## config.mk

```make
export PLATFORM = sky130hd
export DESIGN_NAME = config_frame_loader
export DESIGN_NICKNAME = d
export VERILOG_FILES = /design/src/rtl/config_frame_loader.sv
export SDC_FILE = /design/constraint.sdc
export NUM_CORES = 1
export LEC_CHECK = 0
export BUFFER_PORTS_ARGS = -buffer_cell sky130_fd_sc_hd__buf_2
export CORE_MARGIN = 4
export CORE_UTILIZATION = 40
export CTS_CLUSTER_SIZE = 12
export DETAILED_ROUTE_END_ITERATION = 12
export RECOVER_POWER = 50
export SYNTH_ARGS = -nofsm -noshare
export SYNTH_HDL_FRONTEND = slang
export SYNTH_SLANG_ARGS = --single-unit
export TNS_END_PERCENT = 10
```

## constraint.sdc

```tcl
create_clock -name clk -period 5.6 [get_ports clk]
set_input_delay 0.84 -clock clk [delete_from_list [all_inputs] [get_ports clk]]
set_output_delay 0.84 -clock clk [all_outputs]
set_load 0.1 [all_outputs]
```

## src/rtl/config_frame_loader.sv

```systemverilog
`default_nettype none
// ---------------------------------------------------------------------------
// config_frame_loader : parses SYNC/ADDR/D0..D3/CHK byte frames into one-hot
// config writes for 32-bit tiles.   Revision 1.0
// ---------------------------------------------------------------------------
module config_frame_loader #(
  parameter int unsigned NUM_TARGETS = 16,
  parameter logic [7:0]  SYNC_BYTE   = 8'hA5
) (
  input  logic                   clk,
  input  logic                   reset,
  input  logic [7:0]             in_data,
  input  logic                   in_valid,
  output logic                   in_ready,
  output logic [31:0]            config_data,
  output logic [NUM_TARGETS-1:0] config_en,
  output logic [15:0]            frame_count,
  output logic                   err_addr,
  output logic                   err_chk,
  input  logic                   err_clr,
  output logic                   busy
);

  typedef enum logic [2:0] {
    ST_IDLE  = 3'd0,
    ST_ADDR  = 3'd1,
    ST_DATA  = 3'd2,
    ST_CHK   = 3'd3,
    ST_ISSUE = 3'd4
  } state_t;

  state_t                 state;
  logic [7:0]             addr;
  logic [31:0]            word;
  logic [1:0]             byte_cnt;
  logic [7:0]             chk_acc;
  logic                   xfer;
  logic                   addr_ok;
  logic [NUM_TARGETS-1:0] onehot;

  assign xfer    = in_valid & in_ready;
  assign addr_ok = ({24'd0, addr} < NUM_TARGETS);

  always_comb begin
    onehot = '0;
    for (int i = 0; i < NUM_TARGETS; i++) begin
      onehot[i] = ({24'd0, addr} == 32'(i));
    end
  end

  // in_ready and busy are registered, so each transition also sets their next value.
  always_ff @(posedge clk) begin
    if (reset) begin
      state       <= ST_IDLE;
      addr        <= 8'd0;
      word        <= 32'd0;
      byte_cnt    <= 2'd0;
      chk_acc     <= 8'd0;
      in_ready    <= 1'b1;
      busy        <= 1'b0;
      config_data <= 32'd0;
      config_en   <= '0;
      frame_count <= 16'd0;
      err_addr    <= 1'b0;
      err_chk     <= 1'b0;
    end else begin
      // Clear first so a same-cycle error set below takes priority.
      if (err_clr) begin
        err_addr <= 1'b0;
        err_chk  <= 1'b0;
      end
      case (state)
        ST_IDLE: begin
          if (xfer && (in_data == SYNC_BYTE)) begin
            state <= ST_ADDR;
            busy  <= 1'b1;
          end
        end
        ST_ADDR: begin
          if (xfer) begin
            addr     <= in_data;
            chk_acc  <= in_data;
            byte_cnt <= 2'd0;
            state    <= ST_DATA;
          end
        end
        ST_DATA: begin
          if (xfer) begin
            word[{byte_cnt, 3'b000} +: 8] <= in_data;
            chk_acc <= chk_acc ^ in_data;
            if (byte_cnt == 2'd3) begin
              state <= ST_CHK;
            end else begin
              byte_cnt <= byte_cnt + 2'd1;
            end
          end
        end
        ST_CHK: begin
          if (xfer) begin
            if (chk_acc != in_data) begin
              err_chk <= 1'b1;
              state   <= ST_IDLE;
              busy    <= 1'b0;
            end else if (!addr_ok) begin
              err_addr <= 1'b1;
              state    <= ST_IDLE;
              busy     <= 1'b0;
            end else begin
              state       <= ST_ISSUE;
              in_ready    <= 1'b0;
              config_en   <= onehot;
              config_data <= word;
              frame_count <= frame_count + 16'd1;
            end
          end
        end
        ST_ISSUE: begin
          config_en <= '0;
          in_ready  <= 1'b1;
          busy      <= 1'b0;
          state     <= ST_IDLE;
        end
        default: begin
          config_en <= '0;
          in_ready  <= 1'b1;
          busy      <= 1'b0;
          state     <= ST_IDLE;
        end
      endcase
    end
  end

endmodule
`default_nettype wire

```

* Yosys cells after proc, flatten, opt, wreduce, memory -nomap -nowiden *
Index checks and enable logic that the tools add are counted.

word-level totals
  flip-flop bits (word level) = 121
  bits of input ports = 12

cells by class
  $add $sub $neg = 3
  magnitude comparators = 1
  equality and inequality tests = 30
  shifts and indexed selects = 2
  multiplexer cells = 38
  bitwise operators = 5
  reductions and logical operators = 14

operators with widths
  kind                      number
  $eq A8 B4 Y1 const B      8
  $mux W16                  3
  $bwmux W32                1
  $eq A8 B3 Y1 const B      4
  $pmux W16 S2              1
  $shift A8 B7 Y32 const A  1
  $shiftx A8 B7 Y32         1
  $mux W3                   7
  $add A16 B1 Y16 const B   1
  $eq A8 B2 Y1 const B      2
  $mux W1                   16
  $mux W8                   2
  $ne A2 B2 Y1 const B      8
  $pmux W8 S2               1
  $reduce_and A4 Y1         4
  $pmux W3 S4               1
  $eq A8 B1 Y1 const B      1
  $eq A8 B8 Y1 const B      1
  $logic_not A8 Y1          1
  $lt A8 B5 Y1 const B      1
  $ne A8 B8 Y1              1
  $xor A8 B8 Y8             1
  $neg A5 Y7                1
  $eq A3 B2 Y1 const B      2
  18 further kinds          23

* Longest topological paths before layout *
  depth in word-level cells = 5
  gate-level depth with buffers = 9
  gate-level depth less buffers = 5

* Least setup slack after synthesis *
Ideal clock, no wire load.

  path type = input to register
  start = input port in_data[5]
  end = register frame_count[14]
  setup time = 121 ps
  arrival time = 2719 ps
  data required time = 5479 ps
  setup slack = 2760 ps
  cell stages on the path = 8
  buffers on the path = 3
  path through = clkbuf_1 -> xor2_1 -> or3_1 -> clkbuf_2 -> or3_1 -> buf_2 -> nor3_1 -> mux2_2

on the way
  word-level cells in the longest chain between the ends = 3

RTL lines
  item                         RTL line  RTL
  start, declared              12        input logic [7:0] in_data,
  $ne A8 B8 Y1                 100       if (chk_acc != in_data) begin
  $not A1 Y1 (no line)         n/a
  $reduce_and A4 Y1 (no line)  n/a
  end signal, assigned         113       frame_count <= frame_count + 16'd1;
  end, declared                17        output logic [15:0] frame_count,

No other way between the ends.
A chain may end at the register's enable or synchronous reset.

==> impl_metrics.py <==
metrics = {
    "timing": {
        "max_freq_mhz": 306,
        "slew_headroom_pct": -37.2,
        "hold_slack_ns": 0.447,
        "hold_violations": 0,
        "period_needed_ns": 3.26,
        "setup_tns_ns": 0,
        "finalCritPeriodShare_pct": 58.3,
        "skew_ns": 0.00841,
        "setup_ws_ns": 2.34,
        "setup_viol": 0,
        "rsz0062_at_grt": "no",
        "worstMarginPinSlew_ns": 2.06,
        "maxSlewViolCount": 104,
    },
    "clock_network": {
        "cts-buffers-inserted": 17,
        "cts-resized-gates": 0,
        "clockBufferDepth": 2,
        "root_buffer": "clkbuf_16",
        "clock_latency_ns": 0.41,
        "cts_hold_buf": 0,
        "cts_max_level": 4,
        "post_cts_buffers": 0,
        "cts.sinks": 121,
        "path_clk_slew_ns": 0.05,
        "cts_tree": "built",
    },
    "power_and_ir_drop": {
        "peakVddDrop_mv": 0.144,
        "power_frac_comb_pct": 1.8,
        "switching_share_pct": 19.9,
        "seq_power_share_pct": 40.8,
        "p_switching_uw": 420,
        "cellPowerDensity_nw_per_um2": 349,
        "power.leakage_uw": 0.00191,
        "p_clk_share_pct": 57.4,
        "p_int_uw": 1690,
    },
    "layout": {
        "utilization_pct": 49.7,
        "antenna_cells": 0,
        "area_growth_pct": 20.4,
        "fillers": 1227,
        "drive_above_1_share_pct": 7.71,
        "fin_area_sq_um": 6050,
        "final_nets": 693,
    },
    "yosys": {
        "synthesis.area_sq_um": 5020,
        "post-synth-top-area-cell": "dfxtp_1",
        "yosysMostFrequentCell": "nand2_1",
        "synth_common_cells": "nand2_1 (124), dfxtp_1 (121), a21oi_1 (91)",
        "synthCells": 616,
        "netlist_top_cells_area": "dfxtp_1 (48%), nand2_1 (9.3%), a21oi_1 (9.1%)",
        "syn-num-nets": 635,
        "synth_edf_count": 0,
        "syn_avg_cell_area_sq_um": 8.16,
        "ys_warn_count": 0,
        "synth_seq_cells": 121,
        "synth_ff_type": "dfxtp_1",
        "synth_top_area_share_pct": 48.2,
        "ys_seq_area_share_pct": 48.2,
        "async_flop_share_pct": 0,
        "ys_types": 42,
    },
    "worst_setup_path": {
        "reg2reg_from": "addr[4]$_SDFFE_PP0P_",
        "ff2ff_setup_slack_ns": 2.79,
        "cp-endpoint": "config_en[0]$_SDFFE_PP0P_",
        "worstPathArrival_ns": 3.58,
        "endpoint_kind": "register",
        "path_depth": 5,
        "crit_path_start_kind": "primary input",
        "required_ns": 5.91,
        "cp-startpoint": "reset",
        "crit_path_cell_trace": "clkbuf_1 > clkbuf_2 > or2_2 > or4_1 > o31ai_1",
        "worstSetupPathType": "in2reg",
        "slowest_delay_ns": 0.98,
        "worstRegToRegCells": 5,
        "rr_endpoint": "config_en[0]$_SDFFE_PP0P_",
        "worstPathMaxFanout": 103,
        "critical_path.top_delay_family": "simple AND/OR/NAND/NOR gates",
        "critPathSlowestCell": "clkbuf_2",
        "crit_buf_inv": 2,
    },
    "outcome": {
        "violations": "capacitance limit, slew limit",
        "outcome": "finished with violations",
    },
    "die": {
        "die_y_microns": 120,
        "rows": 40,
        "die_w_microns": 120,
        "die-area_sq_um": 14400,
        "initial_utilization_pct": 41.3,
        "core_area_sq_um": 12200,
        "io_pins": 80,
    },
    "placement": {
        "placed_area_sq_um": 5480,
        "dp_slack_ns": 2.40,
        "port_buffers": 79,
        "gp_congestion": 0.825,
        "dp_hpwl_microns": 8690,
    },
    "routing": {
        "drtPass1Iterations": 5,
        "routed.top_layer": "met4",
        "wl_met1_microns": 5740,
        "drt_iter0_drc": 285,
        "drtAntennaViolNets": 0,
        "drc": 0,
        "met3_length_microns": 614,
        "vias": 4478,
        "wl_per_cell_microns": 14.9,
        "routed_wl_microns": 12800,
        "vias_per_cell": 5.24,
        "route.met2.wl_microns": 6200,
    },
    "global_routing": {
        "grt_max_degree": 104,
        "grt_pass1_vias": 4296,
        "grt_pass1_wl_microns": 21100,
        "grt_usage_pct": 18.0,
        "grt_overflow_total": 0,
        "antenna_found_initial": 0,
    },
    "worst_hold_path": {
        "hp-class": "reg2reg",
    },
    "run": {
        "drv_cap": 1,
    },
}
-- layout by cell type, fill, tap and decap left out, drive strengths merged, types with 2 or more instances in the layout --
master,synthesis,routed
nand2,124,124
dfxtp,121,121
clkbuf,34,94
a21oi,91,91
nand3,57,57
nor2,32,32
o31ai,21,21
o21ai,12,12
buf,10,10
nand4,9,9
mux2i,9,9
or3,8,8
o211ai,8,8
inv,7,7
nor3,7,7
and2,7,7
ha,7,7
or4,7,7
xor2,6,6
nor4,6,6
or2,5,5
bufinv,0,5
clkinvlp,0,5
xnor2,4,4
or4b,3,3
nor3b,3,3
nand3b,2,2
nand2b,2,2
a31o,2,2
o41ai,2,2
nor4b,2,2
-- sequential cells by signal (all words and copies together) (netlist names) --
register and flops:
word 32, in_ready 1, err_chk 1, config_en 16
err_addr 1, config_data 32, chk_acc 8, state 3
byte_cnt 2, addr 8, frame_count 16, busy 1
-- metrics by stage --
stage          cells  total power [uW]
6_report         855              2110
5_1_grt          855              2180
4_1_cts          855              2130
3_5_place_dp     823               919
3_3_place_gp     823               918
2_1_floorplan    616               908
-- tightest hold or removal path, delay by kind of cell (launching register included) --
family	cells	cell delay, ns
AOI/OAI and AO/OA	1	0.05
DFF	1	0.30
and+or+nand+nor	1	0.05
-- per-layer routing --
| metal | GRT usage (%) | up-vias |
|---|---|---|
| met1 | 22.5 | 2074 |
| met5 | 0 | - |
| met4 | 7.16 | 0 |
| met3 | 4.81 | 19 |
| li1 | - | 2275 |
| met2 | 29.5 | 110 |
-- area by class of cell --
type | instances | area, sq um | area share [%]
inverters | 7 | 26.3 | 0.434
clock inverters | 11 | 193 | 3.19
clock buffers | 21 | 470 | 7.78
repair buffers | 83 | 330 | 5.46
flip-flops and latches | 121 | 2420 | 40.0
multi-input cells | 444 | 2400 | 39.6
well taps | 168 | 210 | 3.48
-- worst min-delay path by stage --
stage	startpoint	end	slack, ns	cells past startpoint
after detailed placement	config_data[15]$_SDFFE_PP0P_	config_data[15]$_SDFFE_PP0P_	0.44	2
after floorplan	word[0]$_SDFFE_PP0P_	word[0]$_SDFFE_PP0P_	0.43	2
final	config_data[16]$_SDFFE_PP0P_	config_data[16]$_SDFFE_PP0P_	0.45	2
after global placement	config_data[16]$_SDFFE_PP0P_	config_data[16]$_SDFFE_PP0P_	0.44	2
after global routing	config_data[25]$_SDFFE_PP0P_	config_data[25]$_SDFFE_PP0P_	0.46	2
after CTS	config_data[17]$_SDFFE_PP0P_	config_data[17]$_SDFFE_PP0P_	0.45	2
-- power groups by stage --
| stage | clock network [uW] | registers (uW) | logic (uW) |
|---|---|---|---|
| floorplan | 0 | 880 | 27.6 |
| global placement | 0 | 880 | 37.8 |
| detailed placement | 0 | 880 | 38.9 |
| CTS | 1230 | 862 | 38.9 |
| global route | 1270 | 861 | 42.4 |
| finish | 1210 | 862 | 38.8 |
-- kinds of logic after synthesis --
family          after synthesis  synth area share [%]
buf+inv                      51                  4.28
simple gates                278                  26.2
xor+xnor                     10                  1.74
compound gates              139                  15.8
fa+ha+maj                     7                  1.74
flops                       121                  48.2
mux                          10                  2.02
No activity file was read; power rests on OpenSTA's default activity.
